`config.mk`:
```
export PLATFORM = sky130hd
export DESIGN_NAME = apb_gpio_irq
export DESIGN_NICKNAME = d
export VERILOG_FILES = /design/src/rtl/apb_gpio_irq.sv
export SDC_FILE = /design/constraint.sdc
export NUM_CORES = 1
export LEC_CHECK = 0
export ABC_AREA = 1
export BUFFER_PORTS_ARGS = -buffer_cell sky130_fd_sc_hd__buf_2
export CORE_MARGIN = 2
export CORE_UTILIZATION = 35
export CTS_CLUSTER_SIZE = 40
export DETAILED_ROUTE_END_ITERATION = 10
export PLACE_DENSITY = 0.58
export SLEW_MARGIN = 20
export SYNTH_ARGS = -nofsm -noshare
export SYNTH_HDL_FRONTEND = slang
export SYNTH_SLANG_ARGS = --single-unit
export TNS_END_PERCENT = 50
```
`constraint.sdc`:
```
create_clock -name pclk -period 2 [get_ports pclk]
set_clock_uncertainty 0.05 [all_clocks]
set_input_delay 0.4 -clock pclk [delete_from_list [all_inputs] [get_ports pclk]]
set_output_delay 0.4 -clock pclk [all_outputs]
set_load 0.01 [all_outputs]
```
`src/rtl/apb_gpio_irq.sv`:
```
// rtl/apb_gpio_irq.sv - APB3 GPIO with wait states, 2-flop input sync and edge IRQs
// Interrupt logic is built only when GPIO_IRQ_EN is defined; otherwise irq_o is tied 0.
module apb_gpio_irq #(
  parameter int GPIO_W      = 8,
  parameter int WAIT_STATES = 0
) (
  input  logic              pclk,
  input  logic              preset_n,
  input  logic              psel_i,
  input  logic              penable_i,
  input  logic [3:0]        paddr_i,
  input  logic              pwrite_i,
  input  logic [GPIO_W-1:0] pwdata_i,
  output logic [GPIO_W-1:0] prdata_o,
  output logic              pready_o,
  output logic              pslverr_o,
  input  logic [GPIO_W-1:0] gpio_i,
  output logic [GPIO_W-1:0] gpio_o,
  output logic [GPIO_W-1:0] gpio_oe,
  output logic              irq_o
);

  localparam logic [1:0] WS = 2'(WAIT_STATES);

  logic [1:0]        wcnt_q, wcnt_d;
  logic [GPIO_W-1:0] dout_q, dout_d, dir_q, dir_d;
  logic [GPIO_W-1:0] sync0_q, sync1_q;
  logic [GPIO_W-1:0] ien_rd, itype_rd, istat_rd, rdata;
  logic              access, addr_err, wr_en;

  assign access    = psel_i & penable_i;
  assign addr_err  = paddr_i[3];
  // Gated by reset so an access held across an asserted reset never looks complete.
  assign pready_o  = preset_n & access & (wcnt_q == WS);
  assign pslverr_o = pready_o & addr_err;
  assign wr_en     = pready_o & pwrite_i & ~addr_err;
  assign prdata_o  = (pready_o & ~addr_err) ? rdata : '0;
  assign gpio_o    = dout_q;
  assign gpio_oe   = dir_q;

  always_comb begin
    wcnt_d = wcnt_q;
    if (!access)          wcnt_d = 2'd0;
    else if (wcnt_q != WS) wcnt_d = wcnt_q + 2'd1;
  end

  always_comb begin
    dout_d = dout_q;
    dir_d  = dir_q;
    if (wr_en) begin
      case (paddr_i[2:0])
        3'd0:    dout_d = pwdata_i;
        3'd1:    dir_d  = pwdata_i;
        3'd6:    dout_d = dout_q | pwdata_i;
        3'd7:    dout_d = dout_q & ~pwdata_i;
        default: ;
      endcase
    end
  end

  always_comb begin
    rdata = '0;
    case (paddr_i[2:0])
      3'd0:    rdata = dout_q;
      3'd1:    rdata = dir_q;
      3'd2:    rdata = sync1_q;
      3'd3:    rdata = ien_rd;
      3'd4:    rdata = itype_rd;
      3'd5:    rdata = istat_rd;
      default: rdata = '0;
    endcase
  end

  always_ff @(posedge pclk or negedge preset_n) begin
    if (!preset_n) begin
      wcnt_q  <= 2'd0;
      dout_q  <= '0;
      dir_q   <= '0;
      sync0_q <= '0;
      sync1_q <= '0;
    end else begin
      wcnt_q  <= wcnt_d;
      dout_q  <= dout_d;
      dir_q   <= dir_d;
      sync0_q <= gpio_i;
      sync1_q <= sync0_q;
    end
  end

`ifdef GPIO_IRQ_EN
  logic [GPIO_W-1:0] prev_q, ien_q, ien_d, itype_q, itype_d, istat_q, istat_d;
  logic [GPIO_W-1:0] evt, w1c;
  logic              irq_q;

  assign evt      = ien_q & ((itype_q & sync1_q & ~prev_q) | (~itype_q & ~sync1_q & prev_q));
  assign w1c      = (wr_en && paddr_i[2:0] == 3'd5) ? pwdata_i : '0;
  assign ien_rd   = ien_q;
  assign itype_rd = itype_q;
  assign istat_rd = istat_q;
  assign irq_o    = irq_q;

  always_comb begin
    ien_d   = ien_q;
    itype_d = itype_q;
    if (wr_en && paddr_i[2:0] == 3'd3) ien_d   = pwdata_i;
    if (wr_en && paddr_i[2:0] == 3'd4) itype_d = pwdata_i;
    // New events are OR-ed after the clear so a coincident edge keeps its bit set.
    istat_d = (istat_q & ~w1c) | evt;
  end

  always_ff @(posedge pclk or negedge preset_n) begin
    if (!preset_n) begin
      prev_q  <= '0;
      ien_q   <= '0;
      itype_q <= '0;
      istat_q <= '0;
      irq_q   <= 1'b0;
    end else begin
      prev_q  <= sync1_q;
      ien_q   <= ien_d;
      itype_q <= itype_d;
      istat_q <= istat_d;
      irq_q   <= |istat_q;
    end
  end
`else
  assign ien_rd   = '0;
  assign itype_rd = '0;
  assign istat_rd = '0;
  assign irq_o    = 1'b0;
`endif

endmodule
```
# Yosys cells after proc, flatten, opt, wreduce, memory -nomap -nowiden
# Cells that the tools add are included.
[totals]
register_bits = 34
inputBits = 25
out_inout_bits = 27
elab_cells = 33
[op_classes]
addsub = 1
n_eq_ne = 5
muxes = 5
bitwise = 11
reduce_logical = 6
[ops]
columns = ["operator", "n"]
rows = [
  ["$pmux 8 s3", 2],
  ["$and 8x8->8", 1],
  ["$mux 8", 1],
  ["$not 8->8", 1],
  ["$or 8x8->8", 1],
  ["$and 1x1->1", 7],
  ["$eq 3x3->1 const B", 2],
  ["$mux 2", 2],
  ["$reduce_and 2->1", 2],
  ["$eq 3x1->1 const B", 1],
  ["$eq 3x2->1 const B", 1],
  ["$logic_not 3->1", 1],
  ["$reduce_bool 3->1", 1],
  ["$add 2x1->2 const B", 1],
  ["$logic_not 2->1", 1],
  ["$ne 2x1->1 const B", 1],
  ["$reduce_bool 2->1", 1],
  ["$not 1->1", 1],
]

# Longest topological paths before layout
# Gate-level depths: netlist of run 1.
[logic_depth]
ltp_word = 6
ltp_mapped = 9
depth_no_buf = 9

# Least setup slack after synthesis of run 1
# OpenSTA, ideal clock, no wires.
[synth_path]
kind = "flip-flop to output port"
start = "reg wcnt_q[0]"
end = "out prdata_o[0]"
arrival_time_ns = 1.424
t_required_ns = 1.550
slack_ns = 0.126
stages_incl_launch_ff = 9
path_buffers = 0
cell_sequence = "dfrtp_1 > inv_1 > ha_1 > nand2_1 > nor2_2 > nand2_1 > nor2_1 > nand2_1 > inv_1"
[synth_via]
elab_chain_len = 4
[synth_lines]
columns = ["item", "line_no", "text"]
rows = [
  ["start, declared", "25", "logic [1:0] wcnt_q, wcnt_d;"],
  ["start signal, assigned", "82", "wcnt_q <= wcnt_d;"],
  ["$logic_not 2->1", "34", "assign pready_o = preset_n & access & (wcnt_q == WS);"],
  ["$and 1x1->1", "34", ""],
  ["via pready_o", "15", "output logic pready_o,"],
  ["$and 1x1->1", "37", "assign prdata_o = (pready_o & ~addr_err) ? rdata : '0;"],
  ["$mux 8", "37", ""],
  ["end, declared", "14", "output logic [GPIO_W-1:0] prdata_o,"],
]
# The timed path passes the listed nets, and every way through them passes these cells.

# Worst setup path after layout of run 1
[layout_path]
start = "reg wcnt_q[0]"
end = "out prdata_o[4]"
[layout_via]
elab_chain_len = 4
[layout_lines]
columns = ["item", "line_no"]
rows = [
  ["$logic_not 2->1", "34"],
  ["$and 1x1->1", "34"],
  ["$and 1x1->1", "37"],
  ["$mux 8", "37"],
]
# No other way between the ends.

==> results of run 1 <==
==> registers in the layout, indices dropped and copies added (netlist names) <==
name	flops
gpio_oe	8
wcnt_q	2
gpio_o	8
sync1_q	8
sync0_q	8
==> worst reg2reg max path, stage by stage, from the launching register on <==
cell     delay, ns
dfrtp_1       0.40
inv_2         0.08
ha_4          0.15
nand2_4       0.06
nor2_4        0.09
buf_4         0.12
nand3_2       0.09
inv_2         0.21
nand2_4       0.13
nand2_1       0.08
nand2_1       0.05
==> layout make-up <==
class	instances	area share
Clock inverter	2	0.0270
Multi-Input combinational cell	147	0.315
Sequential cell	34	0.382
Timing Repair Buffer	62	0.171
Clock buffer	6	0.0371
Tap cell	52	0.0292
Inverter	23	0.0387
==> power breakdown <==
part           total (W)  internal [W]  switching, W
clock           0.000788      0.000532      0.000256
combinational   0.000229     0.0000905      0.000139
sequential      0.000789      0.000743     0.0000455
total            0.00181       0.00137      0.000440
==> cells in the mapped netlist <==
cell      number
nand2_1       99
dfrtp_1       34
inv_1         22
nand3_1       19
nor2_1        11
nor2_2         3
nand2_2        2
nand2_4        2
nand3_2        2
nor2_4         2
a211oi_1       1
buf_4          1
buf_6          1
conb_1         1
ha_1           1
inv_2          1
nor3_1         1
nor3_2         1
o21ai_0        1
xor2_1         1
==> cells by family after synthesis <==
family | Yosys count | synth area share
simple gates | 142 | 0.384
flops | 34 | 0.528
buf+inv | 25 | 0.0652
compound gates | 2 | 0.00776
xor+xnor | 1 | 0.00543
fa+ha+maj | 1 | 0.00776
other cells | 1 | 0.00233
==> layer usage <==
| layer | share of wire | vias up |
|---|---|---|
| li1 | - | 757 |
| met1 | 0.44 | 701 |
| met2 | 0.48 | 47 |
| met3 | 0.062 | 6 |
| met4 | 0.014 | 0 |
| met5 | 0 | - |
==> worst paths after layout <==
path	from	endpoint	slack (ns)	cells after the start
worst max-delay path	wcnt_q[0]	prdata_o[4]	-0.09	10
worst min-delay path	gpio_i[4]	sync0_q[4]	0.16	1
worst max register to register	wcnt_q[0]	gpio_o[4]	0.40	10
worst min register to register	sync0_q[7]	sync1_q[7]	0.30	0
max in group asynchronous	preset_n	gpio_o[0]	1.42	2
min in group asynchronous	preset_n	sync0_q[4]	0.17	2
==> what timing repair did <==
item | 4_1_cts | 5_1_grt
pin swaps | 3 | 9
gates resized for setup | 5 | 23
setup buffers | 4 | 2
endpoints found under the setup margin | 8 | 8
endpoints found under the hold margin | 0 | 0
==> per-stage QoR <==
stage | utilization | setup TNS [ns] | std cells | power [W]
CTS | 0.489 | -0.448 | 324 | 0.00182
floorplan | - | 0 | 206 | 0.000908
global route | 0.508 | -1.35 | 326 | 0.00189
global placement | 0.446 | 0 | 312 | 0.00102
finish | 0.508 | -0.604 | 326 | 0.00181
detailed placement | 0.446 | 0 | 312 | 0.00103
==> summary.md, run 1 <==
| Metric | Value |
|---|---|
| Clk slew on worst S/H paths | 0.07 ns |
| Max clock buf depth | 2 |
| GR peak layer | met2 |
| Grt met3 use | 0.0436 |
| Antenna Diode Count | 0 |
| Slowest-stage cell, CP | dfrtp_1 |
| Power Density | 810 nW/um2 |
| Starting Density | 0.368 |
| YS warnings | 0 |
| Failing checks | setup timing |
| Syn nets | 232 |
| CP arrival | 1.64 ns |
| CP startpoint kind | flip-flop |
| Syn_area_per_cell | 7.83 um2 |
| Vias per inst | 4.63 |
| Leakage power | 1.28 nW |
| Fin nets | 299 |
| Vias in the first global route | 1,335 |
| Largest cells by area after synthesis | dfrtp_1 53%, nand2_1 23%, nand3_1 5.9%, inv_1 5.1%, nor2_1 2.6% |
| Maxcap violations | 0 |
| Pre-antenna DRT Iters | 4 |
| Routed Antenna Nets | 0 |
| Setup CP Type | reg -> out |
| Largest net degree at the start of global routing | 35 |
| Detailed placement HPWL | 2.94 mm |
| Post-route clock period utilization | 1.04 |
| GR Overflow Total | 0 |
| Number of remaining DRC errors | 0 |
| Routed WL per cell | 12.3 um |
| Worst Path Required | 1.55 ns |
| Final Cell Area | 2230 um2 |
| Worst-Skew Late Latency | 0.29 ns |
| Slowest Stage Delay on Critical Path | 0.40 ns |
| Sequential Area | 851 um2 |
| Final Hold Slack | 0.162 ns |
| Number of I/O port buffers | 50 |
| Worst Setup Slack, final | -0.0879 ns |
| Routed via count | 1,511 |
| Commonest non-fill, non-tap cell in the layout | nand2_1 |
| DR iter-0 viols | 54 |
| Multi-input gate area | 702 um2 |
| Layout cells sized above 1 | 0.369 |
| DIE HEIGHT | 71.9 um |
| CTS sink count | 34 |
| CP Max Fanout | 8 |
| GRT met2 Usage | 0.255 |
| Routed WL | 4.01 mm |
| GP Congestion | 0.799 |
| Hold WC Path Type | in -> reg |
| Critical Path End Type | output pin |
| Peak VDD IR | 0.479 mV |
| Core Region | 4380 um2 |
| Post-DP Area | 1950 um2 |
| First-pass GRT wire length | 6.26 mm |
| Die width | 71.9 um |
| Tot GR Track Use | 0.163 |
| Top Ports | 52 |
| Crit path time final | 2.09 ns |
| Synth area leader | dfrtp_1 |
| Yosys top cell area share | 0.528 |
| Worst Path Buf+Inv | 4 |
| Commonest non-fill, non-tap cells in the layout | 90 x nand2_1, 44 x buf_2, 34 x dfrtp_1 |
| Unique masters post-synth | 20 |
| Hold_buf cts | 0 |
| Die area | 5170 um2 |
| CTS tree | built |
| CTS buffer count | 5 |
| Max Freq | 479 MHz |
| Largest delay contributor family on the critical path | buffers and inverters |
| CTS root buffer | clkbuf_8 |
| Crit path cell chain | inv_2, ha_4, nand2_4, nor2_4, nand2_1, nor2_1, buf_6, nand2_2, inv_1, buf_2 |
| Place WS | 0.0920 ns |
| RSZ-0062 raised after global routing | yes |
| Synthesized area | 1610 um2 |
| Fill count | 431 |
| Setup-failing EPs final | 8 |
| # rows | 24 |
| Mapped Cells | 206 |
| Sequential share of the synthesized area | 0.528 |
| Outcome | finished, violations left |
| H-tree depth | 2 |
| Max-slew violation count | 0 |
| Area Growth Syn to Fin | 38.2% |
| Post-synthesis register bit count | 34 |
| Met1 global-route usage | 0.219 |
| Final hold viol count | 0 |
| Initial antenna violation count | 0 |
Power figures use the tool's default switching activity.
==> inputs of run 2 (changes only) <==
--- a/config.mk
+++ b/config.mk
@@ -7,3 +7,2 @@
 export LEC_CHECK = 0
-export ABC_AREA = 1
 export BUFFER_PORTS_ARGS = -buffer_cell sky130_fd_sc_hd__buf_2
==> constraint.sdc (replaced) <==
create_clock -name pclk -period 2 [get_ports pclk]
set_clock_uncertainty 0.05 [all_clocks]
set_input_delay 0.2 -clock pclk [delete_from_list [all_inputs] [get_ports pclk]]
set_output_delay 0.2 -clock pclk [all_outputs]
set_load 0.01 [all_outputs]
==> run 2 against run 1 <==
The run still ends with setup timing left. Sequential share of layout area rose by 1.1 points. Setup slack better by 0.053 ns. Final area decreased by 2.8%. Synthesized area grew 0.39%. Non-clock buffer count up 3. Largest cell class unchanged. Highest routed layer unchanged.
==> summary.md, run 2 <==
| Metric | Value |
|---|---|
| Outcome | finished, violations left (unchanged) |
| Failing checks | setup timing (unchanged) |
| Largest net degree at the start of global routing | 35 (unchanged) |
| Post-route clock period utilization | 1.02 (was 1.04) |
| # rows | 24 (unchanged) |
| Number of I/O port buffers | 50 (unchanged) |
| Starting Density | 0.367 (was 0.368) |
| Initial antenna violation count | 0 (unchanged) |
| Max Freq | 491 MHz (was 479 MHz) |
| Sequential share of the synthesized area | 0.526 (was 0.528) |
| Setup-failing EPs final | 8 (unchanged) |
| CTS tree | built (unchanged) |
| Final Util | 0.491 (was 0.508) |
| First-pass GRT wire length | 6.60 mm (was 6.26 mm) |
| Max clock buf depth | 2 (unchanged) |
| Highest metal used | met4 (unchanged) |
| DR iter-0 viols | 143 (was 54) |
| Peak VDD IR | 0.373 mV (was 0.479 mV) |
| CP startpoint kind | flip-flop (unchanged) |
| CP arrival | 1.79 ns (was 1.64 ns) |
| CTS buffer count | 5 (unchanged) |
| Mapped Cells | 139 (was 206) |
| RSZ-0062 raised after global routing | yes (unchanged) |
| Post-DP Area | 1910 um2 (was 1950 um2) |
| Worst Path Required | 1.75 ns (was 1.55 ns) |
| Fin nets | 226 (was 299) |
| Unique masters post-synth | 29 (was 20) |
| Maxcap violations | 0 (unchanged) |
| GP Congestion | 0.773 (was 0.799) |
| Vias per inst | 5.28 (was 4.63) |
| Commonest non-fill, non-tap cells in the layout | 50 x buf_2, 34 x dfrtp_1, 17 x nand2_1 (was 90 x nand2_1, 44 x buf_2, 34 x dfrtp_1) |
| Syn nets | 165 (was 232) |
| Top Ports | 52 (unchanged) |
| Yosys top cell area share | 0.526 (was 0.528) |
| Synthesized area | 1620 um2 (was 1610 um2) |
| Fill count | 422 (was 431) |
| Area Growth Syn to Fin | 33.8% (was 38.2%) |
| Worst-Skew Late Latency | 0.29 ns (about the same) |
| YS warnings | 0 (unchanged) |
| Crit path time final | 2.04 ns (was 2.09 ns) |
| Max-slew violation count | 0 (unchanged) |
| Antenna Diode Count | 0 (unchanged) |
| Pre-antenna DRT Iters | 4 (unchanged) |
| Routed Antenna Nets | 0 (unchanged) |
| Routed WL per cell | 16.0 um (was 12.3 um) |
| H-tree depth | 2 (unchanged) |
| Final hold viol count | 0 (unchanged) |
| Die width | 72.0 um (was 71.9 um) |
| Setup CP Type | reg -> out (unchanged) |
| Power Density | 721 nW/um2 (was 810 nW/um2) |
| Syn_area_per_cell | 11.6 um2 (was 7.83 um2) |
| GR Overflow Total | 0 (unchanged) |
| Final Cell Area | 2170 um2 (was 2230 um2) |
| Number of remaining DRC errors | 0 (unchanged) |
| Routed via count | 1,335 (was 1,511) |
| Commonest non-fill, non-tap cell in the layout | buf_2 (was nand2_1) |
| Layout cells sized above 1 | 0.458 (was 0.369) |
| Detailed placement HPWL | 2.86 mm (was 2.94 mm) |
| Routed WL | 4.05 mm (was 4.01 mm) |
| DR WL met3 | 241 um (was 247 um) |
| Worst Setup Slack, final | -0.0350 ns (was -0.0879 ns) |
| Synth area leader | dfrtp_1 (unchanged) |
| Tot GR Track Use | 0.167 (was 0.163) |
| CP Max Fanout | 8 (unchanged) |
| Met1 wire length | 1.75 mm (was 1.77 mm) |
| CTS sink count | 34 (unchanged) |
| Ys async rst share | 1.00 (unchanged) |
| Vias in the first global route | 1,425 (was 1,335) |
| Clk slew on worst S/H paths | 0.08 ns (was 0.07 ns) |
| Internal reg-to-reg setup slack | 0.11 ns (was 0.40 ns) |
| WL met2 | 2.01 mm (was 1.94 mm) |
| Critical Path End Type | output pin (unchanged) |
| Hold WC Path Type | in -> reg (unchanged) |
| Most numerous cell in the Yosys netlist | dfrtp_1 (was nand2_1) |
| Relative slew slack | 0.615 |
| Top cell types by occurrence after synthesis | 34 x dfrtp_1, 17 x nand2_1, 9 x nand2b_1 (was 99 x nand2_1, 34 x dfrtp_1, 22 x inv_1) |
| DIE HEIGHT | 72.0 um (was 71.9 um) |
| Post-synth EDFFs | 0 (unchanged) |
| Largest cells by area after synthesis | dfrtp_1 53%, mux2_4 7.4%, mux2_2 5.6%, a221oi_1 4.3%, a41oi_1 4.3% (was dfrtp_1 53%, nand2_1 23%, nand3_1 5.9%, inv_1 5.1%, nor2_1 2.6%) |
| Die area | 5190 um2 (was 5170 um2) |
| Post-synthesis register bit count | 34 (unchanged) |
| CTS root buffer | clkbuf_8 (unchanged) |
| Worst-margin pin slew | 0.575 ns |
| Core Region | 4410 um2 (was 4380 um2) |
| Synth Flop Type | dfrtp_1 (unchanged) |
| Leakage power | 1.04 nW (was 1.28 nW) |
-- run 2: timing repair --
| item | in CTS | in global routing |
|---|---|---|
| gates resized for setup | 6 | 4 |
| cloned | 0 | 0 |
| endpoints found under the hold margin | 42 | 0 |
| setup endpoints to repair | 8 | 19 |
| buffers inserted | 0 | 2 |
| hold buffers | 9 | 0 |
| pin swaps | 0 | 3 |
-- run 2: power by group --
part | total, W | switching, W | internal, W | leakage, nW
Sequential | 0.000738 | 0.0000186 | 0.000719 | 0.435
Clock | 0.000641 | 0.000270 | 0.000371 | 0.0504
Combinational | 0.000185 | 0.0000990 | 0.0000859 | 0.557
Total | 0.00156 | 0.000388 | 0.00118 | 1.04
-- run 2: cell families (layout without fill, tap and decap cells) --
kind of cell	Yosys count	count (layout)	synth area share
compound gates	32	32	0.155
xor+xnor	1	1	0.00541
fa+ha+maj	1	1	0.00773
buf+inv	15	77	0.0417
flops	34	34	0.526
mux	17	17	0.136
other cells	1	1	0.00232
simple gates	38	38	0.127
-- run 2: metal layers --
metal | GRT usage | vias up
met5 | 0 | -
met1 | 0.202 | 645
met3 | 0.0556 | 7
met4 | 0.0545 | 0
li1 | - | 634
met2 | 0.280 | 49
-- run 2: worst paths after layout --
path / end / startpoint / depth (start not counted)
worst max-delay path: prdata_o[0] / wcnt_q[0] / 6
worst min-delay path: gpio_o[2] / pwdata_i[2] / 2
worst max register to register: gpio_oe[6] / wcnt_q[0] / 6
worst min register to register: sync1_q[5] / sync0_q[5] / 0
max in group asynchronous: wcnt_q[1] / preset_n / 3
min in group asynchronous: gpio_o[6] / preset_n / 3
-- run 2: layout make-up --
cell class                      count  area, um2  share of cell area
Inverter                            4       17.5             0.00808
Clock inverter                      3       45.0              0.0208
Clock buffer                        5       68.8              0.0318
Timing Repair Buffer               65        385               0.178
Sequential cell                    34        851               0.393
Multi-Input combinational cell     90        734               0.339
Tap cell                           52       65.1              0.0300
-- run 2: critical path: stages, from the launching register on --
cell	delay (ns)
dfrtp_1	0.39
inv_1	0.06
ha_2	0.17
nand4_1	0.13
or3_4	0.47
a21oi_2	0.14
buf_2	0.14
-- run 2: through the flow --
stage	setup TNS [ns]	total power, W	instances	worst slack [ns]	hold slack (ns)
floorplan	0	0.000836	139	0.153	-0.146
global placement	0	0.000916	234	0.146	0.243
detailed placement	0	0.000922	234	0.111	0.241
CTS	-0.0403	0.00158	251	-0.0123	0.0890
global route	-0.847	0.00163	253	-0.116	0.103
finish	-0.187	0.00156	253	-0.0350	0.0914
